--- config.mk ---
export PLATFORM = sky130hd
export DESIGN_NAME = ece178_pio_edge_capture_in_flat
export DESIGN_NICKNAME = d
export VERILOG_FILES = /design/src/rtl/ece178_pio_edge_capture_in_pkg.sv /design/src/rtl/ece178_pio_edge_capture_in_if.sv /design/src/rtl/ece178_pio_edge_capture_in_bit_filter.sv /design/src/rtl/ece178_pio_edge_capture_in.sv /design/src/flat_wrapper.sv
export SDC_FILE = /design/constraint.sdc
export NUM_CORES = 1
export LEC_CHECK = 0
export ABC_CLOCK_PERIOD_IN_PS = 1990
export CAP_MARGIN = 15
export CORE_MARGIN = 3
export CORE_UTILIZATION = 30
export DETAILED_ROUTE_END_ITERATION = 10
export DONT_BUFFER_PORTS = 1
export PLACE_DENSITY = 0.48
export SYNTH_ARGS = -nofsm -noshare
export SYNTH_HDL_FRONTEND = slang
export SYNTH_SLANG_ARGS = --single-unit
--- constraint.sdc ---
create_clock -name clk -period 1.99 [get_ports clk]
set_input_delay 0.199 -clock clk [delete_from_list [all_inputs] [get_ports clk]]
set_output_delay 0.199 -clock clk [all_outputs]
set_load 0.05 [all_outputs]
--- src/rtl/ece178_pio_edge_capture_in_pkg.sv ---
// Package: ece178_pio_pkg
// Purpose: shared constants for the edge-capture input PIO.
//   - Avalon register word offsets (data, direction, irq mask, edge capture).
//   - Edge-type selector values and a helper that decides whether a stable-bit
//     transition counts as a capturable edge.
package ece178_pio_pkg;

  localparam logic [1:0] PIO_ADDR_DATA = 2'd0;
  localparam logic [1:0] PIO_ADDR_DIR  = 2'd1;
  localparam logic [1:0] PIO_ADDR_MASK = 2'd2;
  localparam logic [1:0] PIO_ADDR_EDGE = 2'd3;

  localparam int EDGE_RISING  = 0;
  localparam int EDGE_FALLING = 1;
  localparam int EDGE_ANY     = 2;

  // True when the stable bit moving from prev to next matches edge_type.
  function automatic logic edge_hit(input logic prev, input logic next, input int edge_type);
    logic hit;
    case (edge_type)
      EDGE_RISING:  hit = ~prev & next;
      EDGE_FALLING: hit = prev & ~next;
      default:      hit = prev ^ next;
    endcase
    return hit;
  endfunction

endpackage

--- src/rtl/ece178_pio_edge_capture_in_if.sv ---
// Interface: ece178_pio_edge_capture_in_if
// Purpose: Avalon-MM slave bus of the edge-capture input PIO, plus its irq line.
//   address    [1:0]  register word offset      (master -> slave)
//   chipselect        slave select              (master -> slave)
//   write_n           active-low write strobe   (master -> slave)
//   writedata  [31:0] write data                (master -> slave)
//   readdata   [31:0] combinational read data   (slave -> master)
//   irq               level interrupt           (slave -> master)
interface ece178_pio_edge_capture_in_if;

  logic [1:0]  address;
  logic        chipselect;
  logic        write_n;
  logic [31:0] writedata;
  logic [31:0] readdata;
  logic        irq;

  modport master (
    output address, chipselect, write_n, writedata,
    input  readdata, irq
  );

  modport slave (
    input  address, chipselect, write_n, writedata,
    output readdata, irq
  );

endinterface

--- src/rtl/ece178_pio_edge_capture_in_bit_filter.sv ---
// Module: ece178_pio_bit_filter
// Purpose: one input bit's front end: SYNC_STAGES-deep synchronizer, then a
//   debounce counter that only lets the stable bit follow the synchronized
//   input after DEBOUNCE_CYCLES consecutive mismatching cycles.
// Ports:
//   clk, reset      clock, asynchronous active-high reset
//   pad_in          raw asynchronous pad
//   bypass          1 = stable follows the synchronizer output every cycle
//   stable_o        registered stable bit
//   stable_next_o   value stable_o takes on the next clock edge
module ece178_pio_bit_filter #(
  parameter int SYNC_STAGES     = 2,
  parameter int DEBOUNCE_CYCLES = 0
) (
  input  logic clk,
  input  logic reset,
  input  logic pad_in,
  input  logic bypass,
  output logic stable_o,
  output logic stable_next_o
);

  localparam int CNT_W = (DEBOUNCE_CYCLES > 0) ? $clog2(DEBOUNCE_CYCLES + 1) : 1;
  localparam logic [CNT_W-1:0] CNT_LAST =
    CNT_W'((DEBOUNCE_CYCLES > 0) ? DEBOUNCE_CYCLES - 1 : 0);
  localparam logic [CNT_W-1:0] CNT_MAX = '1;

  logic [SYNC_STAGES-1:0] sync_q, sync_d;
  logic [CNT_W-1:0]       cnt_q, cnt_d;
  logic                   stable_q, stable_d;
  logic                   sync_out;

  assign sync_out = sync_q[SYNC_STAGES-1];

  // NOTE: every signal assigned in always_comb gets a default first, so no
  // path leaves it unassigned and no latch is inferred.
  always_comb begin
    sync_d   = {sync_q[SYNC_STAGES-2:0], pad_in};
    stable_d = stable_q;
    cnt_d    = '0;
    if (bypass || DEBOUNCE_CYCLES == 0) begin
      stable_d = sync_out;
    end else if (sync_out != stable_q) begin
      if (cnt_q == CNT_LAST) begin
        stable_d = sync_out;           // counter clears on the flip
      end else if (cnt_q != CNT_MAX) begin
        cnt_d = cnt_q + 1'b1;
      end else begin
        cnt_d = cnt_q;
      end
    end
  end

  // NOTE: sequential state is updated only with non-blocking assignments so
  // every flop samples pre-edge values regardless of statement order.
  always_ff @(posedge clk or posedge reset) begin
    if (reset) begin
      sync_q   <= '0;
      cnt_q    <= '0;
      stable_q <= 1'b0;
    end else begin
      sync_q   <= sync_d;
      cnt_q    <= cnt_d;
      stable_q <= stable_d;
    end
  end

  assign stable_o      = stable_q;
  assign stable_next_o = stable_d;

endmodule

--- src/rtl/ece178_pio_edge_capture_in.sv ---
// Module: ece178_pio_edge_capture_in
// Purpose: Avalon-MM input PIO for KEY/SW pads. Synchronizes and debounces
//   in_port, latches selected edges into a RW1C edge-capture register and
//   raises a maskable level interrupt.
// Ports:
//   clk, reset   clock, asynchronous active-high reset
//   bus          Avalon slave modport (address/chipselect/write_n/writedata/
//                readdata/irq)
//   in_port      asynchronous pad inputs, WIDTH bits
// Registers: 0 data (RO), 1 direction (RO, 0), 2 irq mask (RW),
//            3 edge capture (RW1C).
module ece178_pio_edge_capture_in
  import ece178_pio_pkg::*;
#(
  parameter int WIDTH           = 4,
  parameter int SYNC_STAGES     = 2,
  parameter int DEBOUNCE_CYCLES = 0,
  parameter int EDGE_TYPE       = EDGE_FALLING
) (
  input  logic                         clk,
  input  logic                         reset,
  ece178_pio_edge_capture_in_if.slave  bus,
  input  logic [WIDTH-1:0]             in_port
);

  localparam int ARM_W = $clog2(SYNC_STAGES + 1);
  localparam logic [ARM_W-1:0] ARM_LAST = ARM_W'(SYNC_STAGES);

  logic [ARM_W-1:0] arm_cnt_q, arm_cnt_d;
  logic             armed_q, armed_d;
  logic [WIDTH-1:0] irq_mask_q, irq_mask_d;
  logic [WIDTH-1:0] edge_cap_q, edge_cap_d;
  logic [WIDTH-1:0] stable, stable_next;
  logic [WIDTH-1:0] edge_set, edge_clr;
  logic             wr_en;

  // Until armed, the filters pass the synchronizer straight through so the
  // stable bits settle to the idle pad levels without producing edges.
  for (genvar i = 0; i < WIDTH; i++) begin : g_bit
    ece178_pio_bit_filter #(
      .SYNC_STAGES     (SYNC_STAGES),
      .DEBOUNCE_CYCLES (DEBOUNCE_CYCLES)
    ) u_filter (
      .clk           (clk),
      .reset         (reset),
      .pad_in        (in_port[i]),
      .bypass        (~armed_q),
      .stable_o      (stable[i]),
      .stable_next_o (stable_next[i])
    );
  end

  assign wr_en = bus.chipselect && !bus.write_n;

  always_comb begin
    arm_cnt_d  = arm_cnt_q;
    armed_d    = armed_q;
    irq_mask_d = irq_mask_q;
    edge_set   = '0;
    edge_clr   = '0;

    // Arm after SYNC_STAGES+1 cycles: by then the stable bits hold real pad levels.
    if (!armed_q) begin
      if (arm_cnt_q == ARM_LAST) armed_d = 1'b1;
      else                       arm_cnt_d = arm_cnt_q + 1'b1;
    end

    // Edge seen on the same clock edge the stable bit changes.
    if (armed_q) begin
      for (int i = 0; i < WIDTH; i++) begin
        edge_set[i] = edge_hit(stable[i], stable_next[i], EDGE_TYPE);
      end
    end

    if (wr_en && bus.address == PIO_ADDR_MASK) irq_mask_d = bus.writedata[WIDTH-1:0];
    if (wr_en && bus.address == PIO_ADDR_EDGE) edge_clr   = bus.writedata[WIDTH-1:0];

    // A new edge beats a coincident software clear.
    edge_cap_d = (edge_cap_q & ~edge_clr) | edge_set;
  end

  always_ff @(posedge clk or posedge reset) begin
    if (reset) begin
      arm_cnt_q  <= '0;
      armed_q    <= 1'b0;
      irq_mask_q <= '0;
      edge_cap_q <= '0;
    end else begin
      arm_cnt_q  <= arm_cnt_d;
      armed_q    <= armed_d;
      irq_mask_q <= irq_mask_d;
      edge_cap_q <= edge_cap_d;
    end
  end

  always_comb begin
    bus.readdata = '0;
    case (bus.address)
      PIO_ADDR_DATA: bus.readdata = 32'(stable);
      PIO_ADDR_MASK: bus.readdata = 32'(irq_mask_q);
      PIO_ADDR_EDGE: bus.readdata = 32'(edge_cap_q);
      default:       bus.readdata = '0;
    endcase
  end

  assign bus.irq = |(edge_cap_q & irq_mask_q);

endmodule

--- src/flat_wrapper.sv ---
// flat-port wrapper written by rule: the top's interface ports become plain ports
module ece178_pio_edge_capture_in_flat import ece178_pio_pkg::*;
#(
  parameter int WIDTH           = 4,
  parameter int SYNC_STAGES     = 2,
  parameter int DEBOUNCE_CYCLES = 0,
  parameter int EDGE_TYPE       = EDGE_FALLING
)
  (clk, reset, in_port, bus_address, bus_chipselect, bus_write_n, bus_writedata, bus_readdata, bus_irq);
  ece178_pio_edge_capture_in_if bus_i ();
  input  logic clk;
  input  logic reset;
  input  logic [WIDTH-1:0] in_port;
  input wire logic [$bits(bus_i.address)-1:0] bus_address;
  input wire logic [$bits(bus_i.chipselect)-1:0] bus_chipselect;
  input wire logic [$bits(bus_i.write_n)-1:0] bus_write_n;
  input wire logic [$bits(bus_i.writedata)-1:0] bus_writedata;
  output wire logic [$bits(bus_i.readdata)-1:0] bus_readdata;
  output wire logic [$bits(bus_i.irq)-1:0] bus_irq;
  assign bus_i.address = bus_address;
  assign bus_i.chipselect = bus_chipselect;
  assign bus_i.write_n = bus_write_n;
  assign bus_i.writedata = bus_writedata;
  assign bus_readdata = bus_i.readdata;
  assign bus_irq = bus_i.irq;
  ece178_pio_edge_capture_in #(.WIDTH(WIDTH), .SYNC_STAGES(SYNC_STAGES), .DEBOUNCE_CYCLES(DEBOUNCE_CYCLES), .EDGE_TYPE(EDGE_TYPE)) u_core (.clk(clk), .reset(reset), .bus(bus_i), .in_port(in_port));
endmodule
* Word level (Yosys, flattened, before mapping)
Cells that the tools add are included.
Word-level totals: flip-flop bits (word level) 23, input bits 42
Operators by class: mux-type cells 5, eq/ne operators 3, reduce and logical (&&, ||, !) cells 7, add/sub/neg operators 1, bitwise logic cells 14
Operator list (count):
- $pmux W4 S3 | 1
- $and A4 B4 Y4 | 2
- $mux W4 | 2
- $eq A2 B2 Y1 const B | 3
- $not A1 Y1 | 6
- $and A1 B1 Y1 | 4
- $not A4 Y4 | 1
- $or A4 B4 Y4 | 1
- $reduce_or A4 Y1 | 1
- $logic_and A1 B1 Y1 | 3
- $add A2 B1 Y2 const B | 1
- $logic_not A2 Y1 | 1
- $mux W1 | 2
- $reduce_and A2 Y1 | 1
- $logic_not A1 Y1 | 1

* Depth between registers and ports, before layout
Gate-level depths: netlist (run 1).
depth in word-level cells 7, mapped depth 4, mapped depth without buffers 4

* Modules after synthesis
Synthesis (run 1) repeated with hierarchy kept, for this count alone.
Second synthesis, totals: cell total of the unflattened synthesis 103, area total of the unflattened synthesis 1161.1 um2
By module, submodules not included:
- ece178_pio_edge_capture_in | sequential area each 275.3 um2, times used 1, area each 845.8 um2, cells each 87
- ece178_pio_bit_filter | sequential area each 75.1 um2, times used 4, area each 78.8 um2, cells each 4

* Least setup slack after synthesis (run 1)
No wires, ideal clock.
kind input port to output port, start point in bus_address[1], end point out bus_readdata[3], path buffers 1, required time 1.791 ns, arrival time 1.519 ns, setup slack 0.272 ns, stages on the path 3, path through buf_6 > mux2i_1 > o21ai_0
Between the ends: longest elaborated chain between the ends 2, elaborated cells between the ends (all ways) 4, classes of those cells 2 x eq/ne; 1 x mux; 1 x reduce/logical
Ends and longest elaborated chain:
- start: declaration | RTL line flat_wrapper.sv:14 | input wire logic [$bits(bus_i.address)-1:0] bus_address;
- $eq A2 B2 Y1 or $logic_not A2 Y1 (tied branches) | RTL line ece178_pio_edge_capture_in.sv:98 | case (bus.address)
- $pmux W4 S3 * | RTL line ece178_pio_edge_capture_in.sv:98
- end: declaration | RTL line flat_wrapper.sv:18 | output wire logic [$bits(bus_i.readdata)-1:0] bus_readdata;
Every way passes the cells marked *; elsewhere a longest branch is shown, timed or not.

* Worst setup path after layout (run 1)
start point reg u_core.edge_cap_q[0], end point out bus_irq
Between the ends: longest elaborated chain between the ends 2
Ends and longest elaborated chain:
- start: declaration | RTL line ece178_pio_edge_capture_in.sv:32 | logic [WIDTH-1:0] edge_cap_q, edge_cap_d;
- start signal: assignment | RTL line ece178_pio_edge_capture_in.sv:92 | edge_cap_q <= edge_cap_d;
- $and A4 B4 Y4 | RTL line ece178_pio_edge_capture_in.sv:106 | assign bus.irq = |(edge_cap_q & irq_mask_q);
- $reduce_or A4 Y1 | RTL line ece178_pio_edge_capture_in.sv:106
- end: declaration | RTL line flat_wrapper.sv:19 | output wire logic [$bits(bus_i.irq)-1:0] bus_irq;
Every way passes these cells.

==> key figures, run 1 <==
Run status
  • Outcome: complete, but fails checks
  • Failing checks: negative hold slack

Placement
  • Post-Place Cells: approximately 150
  • Final weighted congestion in routability-driven placement: ~0.7
  • Port bufs: 0
  • Post-detail-place hpwl: 1370 um
  • Post-Place Setup Slack: 826 ps

Cells and area
  • Fraction of final layout cells sized beyond drive strength 1: 0.140
  • Core utilization of the finished layout: 0.339
  • Diodes inserted: 0
  • Number of non-filler instances in the completed layout: 153
  • Final-stage net count: between 150 and 200
  • Area delta synth->final: 3.72%

Global routing
  • Overflow after GRT: 0
  • Global-route wire length before repair: about 2900 um
  • Maximum number of pins on one net before global-route repair: 24
  • Initial antenna violation count: 0
  • GRT Total Usage: 0.0880
  • Vias in the first global route: just over 600

Timing
  • Transition time of the tightest slew-check pin: ~830 ps
  • Worst hold slack: -10.0 ps
  • Post-route fraction of the period consumed by the critical path: 0.714
  • Setup violation total in the final timing report: 0
  • Max-slew violation count: 0
  • Peak clock frequency supported by timing: 0.704 GHz
  • Post-route worst setup slack: between 500 and 600 ps
  • Endpoints failing hold: 23
  • Final period demand of the worst path: 1420 ps
  • Max transition margin: 0.445
  • Clock Skews: 1.59 ps
  • RSZ-0062 raised after global routing: no
  • Total Neg Setup Slack: 0 ps

Floorplanning
  • Core box area: 3490 um^2
  • Boundary Pins: 75
  • Std cell rows: 21
  • Width of the chip: around 68 um
  • Starting density of the core: 0.327
  • Vert. Die Dim: just under 70 um
  • Die footprint: 4590 um^2

Routing
  • Drc violations: 0
  • Detailed-route wire length: approximately 1800 um
  • Remaining number of nets flagged by the antenna check after routing: 0
  • Routed length per placed instance: about 11 um
  • Routed vias: ~600
  • Total iterations of the first detailed-routing run: 4
  • Detail-routed via count per cell: roughly 4
  • DRC violation total after the first TritonRoute iteration: 17

Synth
  • Count of synthesis-stage warnings from yosys: 0
  • Sequential cell area fraction in the yosys report: 0.503
  • Number of register bits inferred by synthesis: 23
  • Average cell area after synthesis: roughly 12 um^2
  • Library cells used by synthesis: 19
  • Post-Synthesis Cells: 98
  • Syn Std Cell Area: around 1100 um^2

Setup path
  • Critical Path Fanout Max: 4
  • Total buffers and inverters traversed by the critical path: 0
  • Worst EP required: roughly 1800 ps
  • Arrival time of data at the critical path endpoint: roughly 1200 ps
  • Cell-by-cell trace of the critical path: a22oi_1 > nand2_1
  • Maximum cell stage delay along the critical path: between 400 and 500 ps
  • CP max stage cell: sky130_fd_sc_hd__dfrtp_1
  • Endpoint type of the worst setup path: output port
  • Category of cells accounting for the largest share of critical-path delay: flip-flops
  • Worst Setup Path Type: reg -> out
  • Kind of start point of the critical path: register

CTS
  • CTS tree: done
  • Htree depth: 1
  • Count of instances resized after the clock tree is built: 0
  • Clock Root Buffer: sky130_fd_sc_hd__clkbuf_8
  • Clock input transition at the sequential cells of the worst setup and hold paths: about 80 ps
  • Total number of clock tree sinks: 23
  • Clk Latency, worst-skew pair: roughly 260 ps
  • Number of clock buffers inserted by TritonCTS: 3
  • Number of buffers on the longest clock path: 2
  • Post-CTS setup buffers: 0

Job
  • Max Cap Viol: 0

Power
  • Standby leakage power: roughly 0.00057 uW
  • Cell Pwr Density: between 800 and 900 nW/um^2
  • Peak ir drop on the vdd network: just under 0.4 mV

Hold path
  • Classification of the worst-slack hold path: in -> async
[synth_stat cells]
cell	n	area, um^2
sky130_fd_sc_hd__buf_4	28	210
sky130_fd_sc_hd__dfrtp_1	23	576
sky130_fd_sc_hd__inv_1	6	22.5
sky130_fd_sc_hd__o21ai_0	6	30.0
sky130_fd_sc_hd__mux2_4	4	60.1
sky130_fd_sc_hd__mux2i_1	4	40.0
sky130_fd_sc_hd__nand2b_1	4	25.0
sky130_fd_sc_hd__nand3_1	4	20.0
sky130_fd_sc_hd__nand3b_1	4	30.0
sky130_fd_sc_hd__o211ai_1	4	30.0
sky130_fd_sc_hd__a22oi_1	2	15.0
sky130_fd_sc_hd__buf_6	2	22.5
sky130_fd_sc_hd__and4b_2	1	11.3
sky130_fd_sc_hd__and4bb_4	1	16.3
sky130_fd_sc_hd__conb_1	1	3.75
sky130_fd_sc_hd__ha_1	1	12.5
sky130_fd_sc_hd__nand2_1	1	3.75
sky130_fd_sc_hd__or2_2	1	6.26
sky130_fd_sc_hd__xnor2_1	1	8.76
[power by group]
group / internal [uW] / leakage [uW] / switching [uW] / total, uW
logic: 64.3 / 0.000291 / 196 / 260
clock network: 139 / 0.0000255 / 137 / 277
registers: 500 / 0.000255 / 22.1 / 522
total: 703 / 0.000572 / 355 / 1060
[what timing repair did]
action,CTS,global route
hold endpoints to repair,4,0
hold buffers,4,0
endpoints found under the setup margin,0,0
[routing by layer]
metal  GRT usage  vias to the layer above  share of wire
met3      0.0266                        2           0.12
met1       0.109                      289           0.43
met4      0.0532                        0          0.010
met5           0                        -              0
li1            -                      290              -
met2       0.134                       36           0.44
[layout by cell type, fill, tap and decap left out]
cell type | netlist | routed
sky130_fd_sc_hd__a22oi_1 | 2 | 2
sky130_fd_sc_hd__and4b_2 | 1 | 1
sky130_fd_sc_hd__and4bb_4 | 1 | 1
sky130_fd_sc_hd__buf_4 | 28 | 4
sky130_fd_sc_hd__clkbuf_8 | 0 | 3
sky130_fd_sc_hd__clkinv_2 | 0 | 1
sky130_fd_sc_hd__conb_1 | 1 | 28
sky130_fd_sc_hd__dfrtp_1 | 23 | 23
sky130_fd_sc_hd__dlygate4sd3_1 | 0 | 4
sky130_fd_sc_hd__ha_1 | 1 | 1
sky130_fd_sc_hd__inv_1 | 6 | 6
sky130_fd_sc_hd__mux2_4 | 4 | 4
sky130_fd_sc_hd__mux2i_1 | 4 | 4
sky130_fd_sc_hd__nand2_1 | 1 | 1
sky130_fd_sc_hd__nand2b_1 | 4 | 4
sky130_fd_sc_hd__nand3_1 | 4 | 4
sky130_fd_sc_hd__nand3b_1 | 4 | 4
sky130_fd_sc_hd__o211ai_1 | 4 | 4
sky130_fd_sc_hd__o21ai_0 | 6 | 2
sky130_fd_sc_hd__o21ai_1 | 0 | 4
sky130_fd_sc_hd__or2_2 | 1 | 1
sky130_fd_sc_hd__xnor2_1 | 1 | 1
[area by class of cell]
type / count / area (um^2)
clock inverters: 1 / 5.00
multi-input cells: 66 / 414
repair buffers: 8 / 70.1
clock buffers: 3 / 41.3
inverters: 6 / 22.5
flip-flops and latches: 23 / 576
fillers: 360 / 2310
well taps: 46 / 57.6
[logic make-up (layout without fill, tap and decap cells)]
| family | count (synthesis) | in the layout | share of synthesized area |
|---|---|---|---|
| adder cells (fa/ha/maj) | 1 | 1 | 0.0109 |
| XOR/XNOR | 1 | 1 | 0.00766 |
| AND/OR/NAND/NOR | 16 | 16 | 0.0985 |
| buffers and inverters | 36 | 18 | 0.223 |
| flip-flops | 23 | 23 | 0.503 |
| multiplexers | 8 | 8 | 0.0875 |
| other | 1 | 28 | 0.00328 |
| AO/OA/AOI/OAI | 12 | 12 | 0.0656 |
[through the flow]
step	power (uW)	hold WS, ps	area, um^2
final	1060	-10.0	1190
after global routing	1120	64.3	1190
after CTS	1080	29.1	1190
after detailed placement	787	230	1100
after global placement	784	230	1100
after floorplan	807	201	1240
[path summary, 6_finish.rpt]
check	start	to	slack, ps	cells past startpoint
max	u_core.edge_cap_q[0]	bus_irq	570	2
min	reset	u_core.arm_cnt_q[1]	-10	1
max reg2reg	u_core.arm_cnt_q[0]	u_core.arm_cnt_q[0]	830	4
min reg2reg	u_core.g_bit[3].u_filter.sync_q[0]	u_core.g_bit[3].u_filter.sync_q[1]	350	0
max in group asynchronous	reset	u_core.irq_mask_q[3]	1490	1
min in group clk	bus_writedata[0]	u_core.irq_mask_q[0]	80	1
[sequential cells by signal, indices dropped and copies added (netlist names)]
register	count
u_core.arm_cnt_q	2
u_core.armed_q	1
u_core.edge_cap_q	4
u_core.g_bit.u_filter.stable_o	4
u_core.g_bit.u_filter.sync_q	8
u_core.irq_mask_q	4
Note: power is estimated with default switching activity, not from simulation.
==> run 2, diff against run 1 <==
--- a/config.mk
+++ b/config.mk
@@ -5,7 +5,7 @@
 export SDC_FILE = /design/constraint.sdc
 export NUM_CORES = 1
 export LEC_CHECK = 0
-export ABC_CLOCK_PERIOD_IN_PS = 1990
+export ABC_CLOCK_PERIOD_IN_PS = 1400
 export CAP_MARGIN = 15
 export CORE_MARGIN = 3
 export CORE_UTILIZATION = 30
==> constraint.sdc (replaced) <==
create_clock -name clk -period 1.4 [get_ports clk]
set_input_delay 0.14 -clock clk [delete_from_list [all_inputs] [get_ports clk]]
set_output_delay 0.14 -clock clk [all_outputs]
set_load 0.05 [all_outputs]
==> run 2 against run 1 <==
The flow now finishes without violations. Combinational power increased by 45%. Critical path depth stayed put. Worst hold slack better by 30 ps. Setup slack worse by 440 ps. Clock power up 45%. Via count increased by 4.7%. Utilization rose by 0.54 points. Sequential power grew 42%. Non-clock buffer count up 2. Final cell count increased by 1.3%. Register-to-register slack got worse by 590 ps.
==> key figures, run 2 (same netlist as run 1, synthesis figures left out) <==
Run status
  • Outcome: finished, final reports clean

Routing
  • DRC violation total after the first TritonRoute iteration: 20
  • Detailed-route wire length: 1810 um
  • Detail-routed via count per cell: around 4.2
  • Remaining number of nets flagged by the antenna check after routing: 0
  • Routed vias: approximately 650
  • Total iterations of the first detailed-routing run: 4
  • Drc violations: 0
  • Routed length per placed instance: 11.7 um

Floorplanning
  • Boundary Pins: 75
  • Die footprint: between 4000 and 5000 um^2
  • Std cell rows: 21
  • Width of the chip: between 60 and 70 um
  • Starting density of the core: 0.327
  • Vert. Die Dim: a little under 70 um
  • Core box area: 3490 um^2

Setup path
  • Arrival time of data at the critical path endpoint: between 1000 and 1500 ps
  • Endpoint type of the worst setup path: output port
  • Maximum cell stage delay along the critical path: ~410 ps
  • CP max stage cell: sky130_fd_sc_hd__dfrtp_1
  • Cell-by-cell trace of the critical path: a22oi_1 > nand2_2
  • Slack of the worst reg-to-reg path: ~240 ps
  • Worst EP required: approximately 1300 ps
  • Critical Path Fanout Max: 4
  • Kind of start point of the critical path: register
  • Worst Setup Path Type: reg -> out

Hold path
  • Classification of the worst-slack hold path: in -> reg

Power
  • Cell Pwr Density: around 1300 nW/um^2
  • Peak ir drop on the vdd network: 0.607 mV
  • Standby leakage power: 0.000579 uW

Global routing
  • Global-route wire length before repair: 2880 um
  • Vias in the first global route: 604
  • Maximum number of pins on one net before global-route repair: 24
  • GRT Total Usage: 0.0901
  • Overflow after GRT: 0
  • Initial antenna violation count: 0

Cells and area
  • Final Cell Area: roughly 1200 um^2
  • Area delta synth->final: 5.36%
  • Max reg flops: 8
  • Most common library cell in the layout ignoring fill and taps: sky130_fd_sc_hd__conb_1
  • Commonest cells after routing, fill and taps aside: sky130_fd_sc_hd__conb_1, sky130_fd_sc_hd__dfrtp_1, sky130_fd_sc_hd__inv_1, sky130_fd_sc_hd__dlygate4sd3_1, sky130_fd_sc_hd__buf_4
  • Final-stage net count: roughly 150
  • Number of non-filler instances in the completed layout: 155
  • Diodes inserted: 0
  • Register bank with the most flops: u_core.g_bit.u_filter.sync_q
  • Fraction of final layout cells sized beyond drive strength 1: 0.147

Placement
  • Port bufs: 0
  • Final weighted congestion in routability-driven placement: 0.750
  • Post-Place Cells: about 150
  • Post-Place Setup Slack: roughly 250 ps
  • Total placed instance area: about 1100 um^2
  • Post-detail-place hpwl: about 1400 um

Timing
  • Peak clock frequency supported by timing: around 0.78 GHz
  • Post-route fraction of the period consumed by the critical path: 0.911
  • Max-slew violation count: 0
  • RSZ-0062 raised after global routing: no
  • Clock Skews: approximately 2.8 ps
  • Final period demand of the worst path: approximately 1300 ps
  • Setup violation total in the final timing report: 0
  • Total Neg Setup Slack: 0 ps
  • Endpoints failing hold: 0
  • Post-route worst setup slack: around 120 ps

CTS
  • Clk Latency, worst-skew pair: 260 ps
  • CTS tree: done
  • Number of clock buffers inserted by TritonCTS: 3
  • Number of buffers on the longest clock path: 2
  • Clock Root Buffer: sky130_fd_sc_hd__clkbuf_8
  • Total number of clock tree sinks: 23
  • Htree depth: 1
  • Clock input transition at the sequential cells of the worst setup and hold paths: 80 ps

Job
  • Max Cap Viol: 0
-- run 2: changes by cell type in the layout (fill, tap and decap cells not counted), sizes merged --
cell,previous run,this run
dlygate4sd3,4,5
clkinv,1,0
clkbuf,3,4
buf,4,5
-- run 2: worst paths after layout --
path / to / from / cells past startpoint
setup / recovery: bus_irq / u_core.edge_cap_q[0] / 2
max in group asynchronous: u_core.edge_cap_q[0] / reset / 3
hold reg to reg: u_core.g_bit[0].u_filter.sync_q[1] / u_core.g_bit[0].u_filter.sync_q[0] / 0
min in group asynchronous: u_core.g_bit[2].u_filter.sync_q[1] / reset / 3
hold / removal: u_core.irq_mask_q[1] / bus_writedata[1] / 1
setup reg to reg: u_core.arm_cnt_q[0] / u_core.arm_cnt_q[0] / 4
-- run 2: cell type report --
cell class                      count  area [um^2]
Inverter                            6         22.5
Timing Repair Buffer               10         87.6
Multi-Input combinational cell     66          417
Fill cell                         359         2290
Clock buffer                        4         45.0
Sequential cell                    23          576
Tap cell                           46         57.6
-- run 2: power breakdown --
part	switching, uW	internal [uW]	total, uW	leakage [uW]
Sequential	31.6	710	742	0.000255
Clock	198	203	401	0.0000228
Combinational	281	96.4	378	0.000301
Total	511	1010	1520	0.000579
-- run 2: critical path, delay by kind of cell (launching register included) --
kind	cells	cell delay, ps
AO/OA/AOI/OAI	1	230
flip-flops	1	410
AND/OR/NAND/NOR	1	230
-- run 2: through the flow --
stage / power, uW / hold WS (ps) / util
2_1_floorplan: 1150 / 142 / -
3_3_place_gp: 1120 / 88.9 / 0.317
3_5_place_dp: 1120 / 89.0 / 0.317
4_1_cts: 1540 / 13.6 / 0.344
5_1_grt: 1600 / 8.21 / 0.345
6_report: 1520 / 20.4 / 0.345
-- run 2: metal layers --
layer  wire (um)  track usage  vias to the layer above
met4          54       0.0684                        0
met3         211       0.0333                        4
li1            -            -                      293
met1         730        0.108                      311
met5           0            0                        -
met2         814        0.130                       38
-- run 2: what timing repair did --
action,CTS,global route
hold endpoints to repair,27,0
setup endpoints to repair,0,1
buffers inserted,0,0
resized for setup,0,1
hold buffers,5,0
